### config.mk
export PLATFORM = sky130hd
export DESIGN_NAME = uart_word_rx
export DESIGN_NICKNAME = d
export VERILOG_FILES = /design/src/rtl/uart_pkg.sv /design/src/rtl/uart_rx_sync.sv /design/src/rtl/uart_word_rx.sv
export SDC_FILE = /design/constraint.sdc
export NUM_CORES = 1
export LEC_CHECK = 0
export CAP_MARGIN = 20
export CORE_ASPECT_RATIO = 0.6
export CORE_UTILIZATION = 45
export CTS_CLUSTER_DIAMETER = 200
export DETAILED_ROUTE_END_ITERATION = 7
export MAX_ROUTING_LAYER = met4
export PLACE_DENSITY_LB_ADDON = 0.2
export SLEW_MARGIN = 30
export SYNTH_ARGS = -nofsm -noshare
export SYNTH_HDL_FRONTEND = slang
export SYNTH_SLANG_ARGS = --single-unit
### constraint.sdc
create_clock -name clk -period 2.1 [get_ports clk]
set_input_delay 0.525 -clock clk [delete_from_list [all_inputs] [get_ports clk]]
set_output_delay 0.525 -clock clk [all_outputs]
set_load 0.03 [all_outputs]
### src/rtl/uart_pkg.sv
`default_nettype none
// ============================================================================
// Module      : uart_pkg
// Description : Shared definitions for the UART word receiver: line levels
//               for start/stop bits, the receive FSM state type and the
//               half-bit sample offset helper.
// Revision    : 1.0 - initial release
// ============================================================================
package uart_pkg;

    localparam logic UART_START = 1'b0;
    localparam logic UART_STOP  = 1'b1;

    typedef enum logic [1:0] {
        IDLE  = 2'd0,
        START = 2'd1,
        DATA  = 2'd2,
        STOP  = 2'd3
    } uart_state_t;

    // Offset from the start edge to the middle of the start bit.
    function automatic int unsigned half_bit_count(input int unsigned clks_per_bit);
        return clks_per_bit / 2;
    endfunction

endpackage : uart_pkg
`default_nettype wire

### src/rtl/uart_rx_sync.sv
`default_nettype none
// ============================================================================
// Module      : uart_rx_sync
// Description : Two-flop synchronizer for the asynchronous serial input plus
//               a falling-edge detector on the synchronized line.
// Ports       : clk  - clock
//               rst  - asynchronous active-high reset
//               rx   - raw serial input (idles high)
//               rx_s - synchronized serial line
//               fall - one-cycle pulse: rx_s was 1 last cycle and is 0 now
// Revision    : 1.0 - initial release
// ============================================================================
module uart_rx_sync
    import uart_pkg::*;
(
    input  logic clk,
    input  logic rst,
    input  logic rx,
    output logic rx_s,
    output logic fall
);

    logic r_meta;
    logic r_sync;
    logic r_prev;

    // All flops reset to the idle level so release of reset never looks
    // like a start edge.
    always_ff @(posedge clk or posedge rst) begin
        if (rst) begin
            r_meta <= UART_STOP;
            r_sync <= UART_STOP;
            r_prev <= UART_STOP;
        end else begin
            r_meta <= rx;
            r_sync <= r_meta;
            r_prev <= r_sync;
        end
    end

    assign rx_s = r_sync;
    assign fall = r_prev & ~r_sync;

endmodule : uart_rx_sync
`default_nettype wire

### src/rtl/uart_word_rx.sv
`default_nettype none
// ============================================================================
// Module      : uart_word_rx
// Description : 8N1 UART receiver that pairs consecutive bytes into 16-bit
//               words (first byte = MSB) and presents them through a
//               one-word valid/ready output register.
// Parameters  : CLKS_PER_BIT - clock cycles per bit (>= 4)
//               TIMEOUT_BITS - inter-byte timeout in bit periods
// Ports       : clk, rst      - clock, asynchronous active-high reset
//               rx            - serial input
//               word_data     - received word {first byte, second byte}
//               word_valid    - word_data holds an unconsumed word
//               word_ready    - consumer accepts the word
//               frame_err     - pulse: stop bit sampled low
//               overrun       - pulse: completed word dropped
//               busy          - receive FSM not idle
// Options     : define UART_RX_TIMEOUT_EN to discard a lone MSB byte after
//               TIMEOUT_BITS idle bit periods.
// Revision    : 1.0 - initial release
// ============================================================================
module uart_word_rx
    import uart_pkg::*;
#(
    parameter int unsigned CLKS_PER_BIT = 868,
    parameter int unsigned TIMEOUT_BITS = 32
) (
    input  logic        clk,
    input  logic        rst,
    input  logic        rx,
    output logic [15:0] word_data,
    output logic        word_valid,
    input  logic        word_ready,
    output logic        frame_err,
    output logic        overrun,
    output logic        busy
);

    localparam int unsigned c_CNT_W = (CLKS_PER_BIT > 1) ? $clog2(CLKS_PER_BIT) : 1;
    localparam int unsigned c_HALF  = half_bit_count(CLKS_PER_BIT);
    localparam logic [c_CNT_W-1:0] c_HALF_M1 = c_CNT_W'(c_HALF - 1);
    localparam logic [c_CNT_W-1:0] c_FULL_M1 = c_CNT_W'(CLKS_PER_BIT - 1);
    localparam logic [c_CNT_W-1:0] c_CNT_ONE = c_CNT_W'(1);

    if (CLKS_PER_BIT < 4) begin : g_bad_clks_per_bit
        $error("uart_word_rx: CLKS_PER_BIT must be at least 4");
    end
    if (TIMEOUT_BITS < 1) begin : g_bad_timeout_bits
        $error("uart_word_rx: TIMEOUT_BITS must be at least 1");
    end

`ifdef UART_RX_TIMEOUT_EN
    localparam int unsigned c_TO_CYC = TIMEOUT_BITS * CLKS_PER_BIT;
    localparam int unsigned c_TO_W   = (c_TO_CYC > 1) ? $clog2(c_TO_CYC) : 1;
    localparam logic [c_TO_W-1:0] c_TO_M1  = c_TO_W'(c_TO_CYC - 1);
    localparam logic [c_TO_W-1:0] c_TO_ONE = c_TO_W'(1);
    logic [c_TO_W-1:0] r_to_cnt;
`endif

    logic w_rx_s;
    logic w_fall;

    uart_state_t        r_state;
    logic [c_CNT_W-1:0] r_cnt;
    logic [2:0]         r_bit_idx;
    logic [7:0]         r_shift;
    logic               r_phase;
    logic [7:0]         r_msb;
    logic [15:0]        r_word_data;
    logic               r_word_valid;
    logic               r_frame_err;
    logic               r_overrun;
    logic               r_busy;

    uart_rx_sync u_sync (
        .clk  (clk),
        .rst  (rst),
        .rx   (rx),
        .rx_s (w_rx_s),
        .fall (w_fall)
    );

    always_ff @(posedge clk or posedge rst) begin
        if (rst) begin
            r_state      <= IDLE;
            r_cnt        <= '0;
            r_bit_idx    <= '0;
            r_shift      <= '0;
            r_phase      <= 1'b0;
            r_msb        <= '0;
            r_word_data  <= '0;
            r_word_valid <= 1'b0;
            r_frame_err  <= 1'b0;
            r_overrun    <= 1'b0;
            r_busy       <= 1'b0;
`ifdef UART_RX_TIMEOUT_EN
            r_to_cnt     <= '0;
`endif
        end else begin
            r_frame_err <= 1'b0;
            r_overrun   <= 1'b0;

            // Consumption; overridden below if a new word loads this cycle.
            if (r_word_valid && word_ready) begin
                r_word_valid <= 1'b0;
            end

`ifdef UART_RX_TIMEOUT_EN
            // Only counts while a lone MSB waits in IDLE; any start edge
            // restarts the wait.
            if (w_fall || !(r_phase && (r_state == IDLE))) begin
                r_to_cnt <= '0;
            end else if (r_to_cnt == c_TO_M1) begin
                r_to_cnt <= '0;
                r_phase  <= 1'b0;
            end else begin
                r_to_cnt <= r_to_cnt + c_TO_ONE;
            end
`endif

            case (r_state)
                IDLE: begin
                    if (w_fall) begin
                        r_state <= START;
                        r_cnt   <= '0;
                        r_busy  <= 1'b1;
                    end
                end

                START: begin
                    if (r_cnt == c_HALF_M1) begin
                        r_cnt <= '0;
                        if (w_rx_s == UART_STOP) begin
                            // Line back high at mid start bit: glitch.
                            r_state <= IDLE;
                            r_busy  <= 1'b0;
                        end else begin
                            r_state   <= DATA;
                            r_bit_idx <= '0;
                        end
                    end else begin
                        r_cnt <= r_cnt + c_CNT_ONE;
                    end
                end

                DATA: begin
                    if (r_cnt == c_FULL_M1) begin
                        r_cnt   <= '0;
                        // LSB first: shift in from the top.
                        r_shift <= {w_rx_s, r_shift[7:1]};
                        if (r_bit_idx == 3'd7) begin
                            r_state <= STOP;
                        end else begin
                            r_bit_idx <= r_bit_idx + 3'd1;
                        end
                    end else begin
                        r_cnt <= r_cnt + c_CNT_ONE;
                    end
                end

                STOP: begin
                    if (r_cnt == c_FULL_M1) begin
                        r_cnt   <= '0;
                        r_state <= IDLE;
                        r_busy  <= 1'b0;
                        if (w_rx_s == UART_STOP) begin
                            if (!r_phase) begin
                                r_msb   <= r_shift;
                                r_phase <= 1'b1;
                            end else begin
                                r_phase <= 1'b0;
                                if (!r_word_valid || word_ready) begin
                                    r_word_data  <= {r_msb, r_shift};
                                    r_word_valid <= 1'b1;
                                end else begin
                                    r_overrun <= 1'b1;
                                end
                            end
                        end else begin
                            // Bad frame also drops any pending MSB so the
                            // next good byte starts a fresh word.
                            r_frame_err <= 1'b1;
                            r_phase     <= 1'b0;
                        end
                    end else begin
                        r_cnt <= r_cnt + c_CNT_ONE;
                    end
                end

                default: begin
                    r_state <= IDLE;
                    r_busy  <= 1'b0;
                end
            endcase
        end
    end

    assign word_data  = r_word_data;
    assign word_valid = r_word_valid;
    assign frame_err  = r_frame_err;
    assign overrun    = r_overrun;
    assign busy       = r_busy;

endmodule : uart_word_rx
`default_nettype wire

==> metrics.cfg, run 1 <==
[status]
run_status=finished clean

[clock_tree]
htree_num_levels=2
clkLatencyLatePin_ps=310
clk_transition_reported_paths_ps=110
cts_tree=yes
cts-root-buf=sky130_fd_sc_hd__clkbuf_8
number_of_buffers_between_clock_root_and_the_deepest_sink=2
clkSinkCount=55
cts_buffers=5

[job]
max_capacitance_violation_count=0

[logic_synthesis]
synth_async_sr_flop_share=1.000
yosysUniqueCellTypes=41
synth.cell_area_um2=2412
synth.net_count=195
syn_avg_cell_area_um2=12.90
post_synth_inst_count=187
synth_area_leader_cell=sky130_fd_sc_hd__dfrtp_1
synth-edff-count=0
synthTopCellsByCount=sky130_fd_sc_hd__dfrtp_1 (52), sky130_fd_sc_hd__mux2_2 (23), sky130_fd_sc_hd__nand2_1 (13)
synth_seq_cells=55
synth.area.top_cells=sky130_fd_sc_hd__dfrtp_1 (54%), sky130_fd_sc_hd__mux2_2 (11%), sky130_fd_sc_hd__mux2_4 (6.2%)
synthMostInstantiatedCell=sky130_fd_sc_hd__dfrtp_1
ys_warn_count=0
netlist.area_leader.share=0.5394
synth_seq_area_share=0.5721
primary_flip_flop_cell_chosen_by_synthesis_mapping=sky130_fd_sc_hd__dfrtp_1

[timing]
final.setup_skew_ps=12.23
setup-violations-final=0
worst_case_hold_slack_ps=363.0
timing_worst_slew_pin_value_ps=425.6
setup-tns-final_ps=0
period_needed_ps=2076
min_period_over_period=0.9884
hold_violations=0
finalMaxSlewViolations=0
fmax_mhz=481.8
worst_slew_margin_rel=0.7163
grt_setup_unrepaired=yes

[finish]
num_antenna_cells=0
layout.core_utilization=0.5897
finalNetCount=233
layout_cell_share_with_drive_strength_beyond_1=0.3407
non_filler_cells_final=292
layout-area-overhead-vs-synth_pct=24.79
number_of_inserted_filler_cells_in_the_final_layout=431
final_cell_area_um2=3010

[routing]
drt_iter0_markers=280
drt_first_pass_iters=4
detail_route.wl_per_cell_um=17.12
drc=0
dr_total_vias=1632
avgViaCountPerCell=5.589
antenna_violation_net_count_after_detailed_routing=0
drt_wl_total_um=4998

[floorplanning]
fp.dieArea_um2=5667
placementRows=20
top_level_ports=24
floorplan.die.height_um=58.72
core-area_um2=5105
die_w_um=96.52
floorplan.initialDensity=0.4725

[place]
dpl-instance-area_um2=2794
post-dp-hpwl_um=3259
dp_cells=281
place.port_buffers=23
routabilityCongestion=0.8909

[power_and_ir_drop]
switching_power_uw=706.5
switching_share=0.2949
power-per-cell-area_nw_per_um2=795.7
pwr-share-clk=0.304
seq_power_share=0.499
total_leakage_power_nw=1.398
pwr-share-comb=0.197
vdd.ir_drop.worst_uv=383.9
cellInternalPower_mw=1.689

[worst_setup_path]
setup.worst_path.class=register to register
reg2reg_depth=6
start_kind=register
critical_path.max_fanout=16
critical_path_arrival_ps=2270
worstPathRequired_ps=2290
crit_path_end_kind=register
reg2reg_slack_ps=20

[global_routing]
antenna_violations_before_repair=0
largest_net_degree_at_the_start_of_global_routing=56
vias_in_the_first_global_route=1564
gr-usage-all-layers=0.1948
grt_pass1_wl_um=7928
gr-total-overflow=0

[min_path]
worstHoldPathType=register to register
hold_path_depth=0

## layer usage
metal | GRT usage | routed length [µm] | up-vias | part of all wire
met5 | - | 0 | - | 0
met4 | 0.05882 | 102 | 0 | 0.020
met3 | 0.05685 | 397 | 15 | 0.079
met2 | 0.2555 | 2117 | 88 | 0.42
met1 | 0.2886 | 2381 | 779 | 0.48
li1 | - | - | 750 | -
## cell families after synthesis
logic type / synth area share
simple gates: 0.1172
fa+ha+maj: 0.02075
compound gates: 0.08144
xor+xnor: 0.007263
mux: 0.1696
flops: 0.5721
buf+inv: 0.03164
## final timing paths
path,startpoint,endpoint
worst max-delay path,r_cnt[3],word_data[5]
worst min-delay path,u_sync.r_meta,u_sync.rx_s
worst max register to register,r_cnt[3],word_data[5]
worst min register to register,u_sync.r_meta,u_sync.rx_s
max in group asynchronous,rst,u_sync.r_prev
min in group asynchronous,rst,r_shift[3]
## through the flow
| step | total power, mW | setup slack (ps) |
|---|---|---|
| after floorplan | 1.429 | 16.14 |
| after global placement | 1.591 | 32.48 |
| after detailed placement | 1.610 | -18.82 |
| after CTS | 2.339 | -5.443 |
| after global routing | 2.491 | -31.25 |
| final | 2.395 | 24.30 |
## layout by cell type, fill, tap and decap left out, drive strengths merged, types with 5 or more instances in the layout
master         synthesis  final
clkdlybuf4s50          0     23
nor2                   7      7
clkbuf                 3      5
inv                   10     11
o21ai                 11     11
buf                    3     14
nor3                   6      6
nand2                 13     13
mux2                  33     33
dfrtp                 52     52
nand3                  5      5
## power by group through the flow
stage / Combinational, mW / Clock, mW / Sequential, mW
CTS: 0.408 / 0.743 / 1.19
global placement: 0.390 / 0 / 1.20
floorplan: 0.231 / 0 / 1.20
global route: 0.509 / 0.781 / 1.20
finish: 0.472 / 0.729 / 1.19
detailed placement: 0.404 / 0 / 1.21
## sequential cells by signal (all words and copies together) (netlist names), named ones only
signal,cells
overrun,1
word_data,16
u_sync.r_meta,1
r_phase,1
word_valid,1
r_shift,8
busy,1
r_state,1
r_cnt,10
u_sync.r_prev,1
r_msb,8
frame_err,1
r_bit_idx,3
u_sync.rx_s,1
## worst max-delay path: stages, from the launching register on
cell and delay, ps:
sky130_fd_sc_hd__dfrtp_1 400, sky130_fd_sc_hd__or3b_4 480, sky130_fd_sc_hd__nor4_4 310, sky130_fd_sc_hd__buf_6 170
sky130_fd_sc_hd__nand4_4 110, sky130_fd_sc_hd__buf_12 180, sky130_fd_sc_hd__mux2_4 300
## timing repair
action | 4_1_cts | 5_1_grt
hold endpoints to repair | 0 | 0
resized for setup | 2 | 17
buffers inserted | 0 | 3
endpoints found under the setup margin | 8 | 42
hold buffers | 0 | 0
pin swaps | 0 | 3
## final cells by class
cell class	count	area, µm²	share of cell area
Timing Repair Buffer	37	364.1	0.1209
Clock inverter	3	46.29	0.01538
Clock buffer	5	68.82	0.02286
Multi-Input combinational cell	116	1030	0.3421
Inverter	10	37.54	0.01247
Tap cell	66	82.58	0.02743
Sequential cell	55	1381	0.4589
Note: power is estimated with default switching activity, not from simulation.
==> run 2, diff against run 1 <==
Settings changed: CORE_UTILIZATION 45 to 50, GPL_TIMING_DRIVEN set to 0.
==> metrics.cfg, run 2 (synthesized netlist as in run 1, its figures left out) <==
[status]
run_status=finished clean

[timing]
finalMaxSlewViolations=0
fmax_mhz=480.6
hold_violations=0
grt_setup_unrepaired=yes
setup_slack_ps=19.17
setup-violations-final=0
final.setup_skew_ps=6.797
setup-tns-final_ps=0
period_needed_ps=2081
min_period_over_period=0.9909
timing_worst_slew_pin_value_ps=621.3
worst_slew_margin_rel=0.5851
worst_case_hold_slack_ps=362.0

[finish]
finalNetCount=230
num_antenna_cells=0
largest_reg_flops=16
non_filler_cells_final=286
layout_cell_share_with_drive_strength_beyond_1=0.3184
layout-area-overhead-vs-synth_pct=23.70
layout_commonest_cell=sky130_fd_sc_hd__dfrtp_1
layout.core_utilization=0.6470
mostFrequentLayoutCells=sky130_fd_sc_hd__dfrtp_1 (51), sky130_fd_sc_hd__mux2_2 (23), sky130_fd_sc_hd__clkdlybuf4s50_1 (23)
final_cell_area_um2=2984

[global_routing]
top_usage_layer=met1
grt_pass1_wl_um=7900
vias_in_the_first_global_route=1524
gr-total-overflow=0
grt.met2_usage=0.2986
gr-usage-all-layers=0.2086
grt.met3_usage=0.04645
largest_net_degree_at_the_start_of_global_routing=29
grt_use_met1=0.3076
antenna_violations_before_repair=0

[worst_setup_path]
worst_r2r_startpoint=r_cnt[8]
setup.worst_path.class=register to register
r2r_end=r_cnt[1]
reg2reg_slack_ps=20
crit_path_end_kind=register
crit_slowest_cell=sky130_fd_sc_hd__dfrtp_1
start_kind=register
critical_path.max_fanout=10
timing.critical_path.slowest_cell_delay_ps=440
worstPathRequired_ps=2270
critical_path_arrival_ps=2250
reg2reg_depth=6
path_cells=or3b_1 -> buf_6 -> o31a_1 -> clkbuf_1 -> nor2_2 -> o22ai_1

[routing]
dr_total_vias=1603
drt_iter0_markers=91
drc=0
detail_route.wl_per_cell_um=16.85
drt_first_pass_iters=5
antenna_violation_net_count_after_detailed_routing=0
avgViaCountPerCell=5.605
drt_wl_total_um=4818

[floorplanning]
placementRows=19
top_level_ports=24
fp.dieArea_um2=5116
die_w_um=91.67
floorplan.initialDensity=0.5231
floorplan.die.height_um=55.81
core-area_um2=4612

[clock_tree]
clkLatencyLatePin_ps=300
cts_buffers=5
cts_hold_repair.buffers=0
cts_tree=yes
clk_transition_reported_paths_ps=90
clkSinkCount=55
cts-root-buf=sky130_fd_sc_hd__clkbuf_8
htree_num_levels=2
number_of_buffers_between_clock_root_and_the_deepest_sink=2

[place]
dpl-instance-area_um2=2744
pre_cts_ws_ps=-332.0
place.port_buffers=23
post-dp-hpwl_um=3258
routabilityCongestion=0.8942
dp_cells=274

[min_path]
hold_path_startpoint=u_sync.r_meta
worst_hold_path.endpoint=u_sync.rx_s
hold_path_depth=0
worstHoldPathType=register to register

[power_and_ir_drop]
finalPower_mw=2.318
vdd.ir_drop.worst_uv=392.3
total_leakage_power_nw=1.392
power-per-cell-area_nw_per_um2=776.9

[job]
max_capacitance_violation_count=0

run 2: worst max path at each step:
stage / from / end / slack (ps) / depth (start not counted)
global route: r_cnt[3] / r_cnt[9] / -40 / 6
finish: r_cnt[8] / r_cnt[1] / 20 / 6
floorplan: r_cnt[1] / r_cnt[4] / 20 / 6
detailed placement: r_cnt[1] / r_cnt[5] / -330 / 6
global placement: rst / word_data[15] / -650 / 2
CTS: r_cnt[1] / r_cnt[9] / 10 / 6
run 2: layout make-up:
class	count	area, µm²
Clock buffer	6	82.58
Sequential cell	55	1381
Multi-Input combinational cell	117	1047
Buffer	4	31.28
Inverter	10	40.04
Tap cell	63	78.83
Timing Repair Buffer	29	287.8
Clock inverter	2	35.03
Fill cell	342	1628
run 2: timing repair:
| item | CTS | global route |
|---|---|---|
| setup endpoints to repair | 40 | 47 |
| gates cloned | 1 | 0 |
| gates resized for setup | 8 | 9 |
| pin swaps | 3 | 2 |
| setup buffers | 3 | 2 |
run 2: per-layer routing:
metal	wire length [µm]	share of wire	vias up
li1	-	-	748
met1	2370	0.49	792
met2	2126	0.44	57
met3	284	0.059	6
met4	36	0.0075	0
met5	0	0	-
run 2: critical path, delay by kind of cell, from the launching register on:
| kind | cells | cell delay (ps) |
|---|---|---|
| simple gates | 2 | 690 |
| flops | 1 | 440 |
| buf+inv | 2 | 410 |
| compound gates | 2 | 410 |
run 2: where the power goes:
group	total, mW	internal, mW	switching [mW]
registers	1.19	1.12	0.0713
clock network	0.707	0.386	0.321
logic	0.422	0.165	0.257
total	2.32	1.67	0.649
==> run 3, diff against run 2 <==
Settings changed: ABC_CLOCK_PERIOD_IN_PS set to 2100, CORE_UTILIZATION 50 to 53, CTS_BUF_LIST set to sky130_fd_sc_hd__clkbuf_8, TNS_END_PERCENT set to 100.
==> metrics.cfg, run 3 (synthesized netlist as in run 1, its figures left out) <==
[status]
run_status=complete, but fails checks
violations=negative setup slack

[timing]
grt_setup_unrepaired=yes
hold_violations=0
finalMaxSlewViolations=0
setup_slack_ps=-80.44
period_needed_ps=2180
final.setup_skew_ps=9.651
setup-violations-final=2
timing_worst_slew_pin_value_ps=648.1
worst_slew_margin_rel=0.5671
fmax_mhz=458.6
worst_case_hold_slack_ps=359.2
min_period_over_period=1.038

[power_and_ir_drop]
power-per-cell-area_nw_per_um2=734.1
switching_power_uw=681.3
pwr-share-comb=0.198
switching_share=0.3036
pwr-share-clk=0.261
total_leakage_power_nw=1.422
finalPower_mw=2.244
cellInternalPower_mw=1.563
vdd.ir_drop.worst_uv=496.8
seq_power_share=0.541

[finish]
layout.core_utilization=0.7219
number_of_inserted_filler_cells_in_the_final_layout=290
layout_cell_share_with_drive_strength_beyond_1=0.3596
finalNetCount=235
layout_commonest_cell=sky130_fd_sc_hd__dfrtp_1
largest_reg_flops=16
layout-area-overhead-vs-synth_pct=26.71
non_filler_cells_final=288
num_antenna_cells=0
final_cell_area_um2=3057
mostFrequentLayoutCells=sky130_fd_sc_hd__dfrtp_1 (49), sky130_fd_sc_hd__mux2_2 (23), sky130_fd_sc_hd__clkdlybuf4s50_1 (23)

[clock_tree]
cts-root-buf=sky130_fd_sc_hd__clkbuf_8
cts_buffers=5
htree_num_levels=2
clkSinkCount=55
clkLatencyLatePin_ps=310
cts_tree=yes
number_of_buffers_between_clock_root_and_the_deepest_sink=2
cts_hold_repair.buffers=0
clk_transition_reported_paths_ps=90

[global_routing]
gr-total-overflow=0
largest_net_degree_at_the_start_of_global_routing=56
antenna_violations_before_repair=0
gr-usage-all-layers=0.2228
grt_pass1_wl_um=7458
vias_in_the_first_global_route=1520

[routing]
drc=0
antenna_violation_net_count_after_detailed_routing=0
drt_first_pass_iters=5
drt_iter0_markers=123
detail_route.wl_per_cell_um=18.04
dr_total_vias=1701
avgViaCountPerCell=5.906
drt_wl_total_um=5196

[worst_setup_path]
setup.worst_path.class=register to register
r2r_end=r_cnt[4]
critPathTopFamily=compound AO/OA/AOI/OAI gates
reg2reg_slack_ps=-80
start_kind=register
reg2reg_depth=6
critPathLaunch=r_cnt[1]
worst_r2r_startpoint=r_cnt[1]
path_buf_inv=1
worstPathRequired_ps=2280
crit_slowest_cell=sky130_fd_sc_hd__or4bb_4
critical_path_arrival_ps=2360
timing.critical_path.slowest_cell_delay_ps=490
crit_path_end_kind=register
critical_path.max_fanout=5
path_cells=inv_2 -> ha_1 -> or4bb_4 -> o311a_4 -> o21ai_0 -> o221ai_1

[place]
place.port_buffers=23
post-dp-hpwl_um=3170
routabilityCongestion=0.9162
dpl-instance-area_um2=2720
dp_cells=270

[min_path]
worst_hold_path.endpoint=u_sync.r_prev
worstHoldPathType=register to register
hold_path_depth=0
hold_path_startpoint=u_sync.rx_s

[floorplanning]
floorplan.die.height_um=54.26
floorplan.initialDensity=0.5697
placementRows=18
fp.dieArea_um2=4834
top_level_ports=24
die_w_um=89.10
core-area_um2=4234

[job]
max_capacitance_violation_count=0

run 3: cell types whose count changed in the layout (fill, tap and decap cells not counted), moves of 2 or more:
cell                      change
sky130_fd_sc_hd__dfrtp_1      -2
sky130_fd_sc_hd__o21ai_0      -2
sky130_fd_sc_hd__dfrtp_2      +2
sky130_fd_sc_hd__buf_4        +3
run 3: power groups by stage:
stage	clock network (mW)	registers [mW]	logic (mW)
6_report	0.585	1.21	0.444
5_1_grt	0.636	1.22	0.469
3_5_place_dp	0	1.19	0.357
2_1_floorplan	0	1.20	0.231
3_3_place_gp	0	1.19	0.333
4_1_cts	0.598	1.17	0.387
run 3: metal layers:
metal | GRT usage | up-vias | wire length, µm
li1 | - | 757 | -
met3 | 0.06033 | 19 | 354
met2 | 0.3092 | 87 | 2324
met5 | - | - | 0
met1 | 0.3089 | 838 | 2418
met4 | 0.09788 | 0 | 100
run 3: worst max-delay path by stage:
stage | to | cells past startpoint | slack, ps
final | r_cnt[4] | 6 | -80
after global routing | r_cnt[4] | 6 | -120
after CTS | r_bit_idx[0] | 5 | -30
after detailed placement | r_cnt[5] | 6 | -370
after global placement | word_data[8] | 2 | -640
after floorplan | r_cnt[4] | 6 | 20
run 3: per-stage QoR:
| step | setup slack [ps] | setup TNS [ps] |
|---|---|---|
| 2_1_floorplan | 16.14 | 0 |
| 4_1_cts | -30.58 | -58.88 |
| 3_3_place_gp | -639.6 | -37290 |
| 3_5_place_dp | -372.5 | -6397 |
| 6_report | -80.44 | -92.53 |
| 5_1_grt | -120.9 | -231.2 |
run 3: layout make-up:
| class | count | area [µm²] | area share |
|---|---|---|---|
| Buffer | 3 | 36.28 | 0.01187 |
| Clock buffer | 6 | 82.58 | 0.02702 |
| Clock inverter | 2 | 8.758 | 0.002865 |
| Inverter | 10 | 40.04 | 0.01310 |
| Multi-Input combinational cell | 118 | 1084 | 0.3545 |
| Sequential cell | 55 | 1384 | 0.4527 |
| Tap cell | 60 | 75.07 | 0.02456 |
| Timing Repair Buffer | 34 | 346.6 | 0.1134 |
run 3: timing repair:
item                       in CTS  in global routing
pin swaps                       2                  6
setup buffers                   3                  7
cloned                          1                  2
setup endpoints to repair      38                 46
resized for setup              10                 19
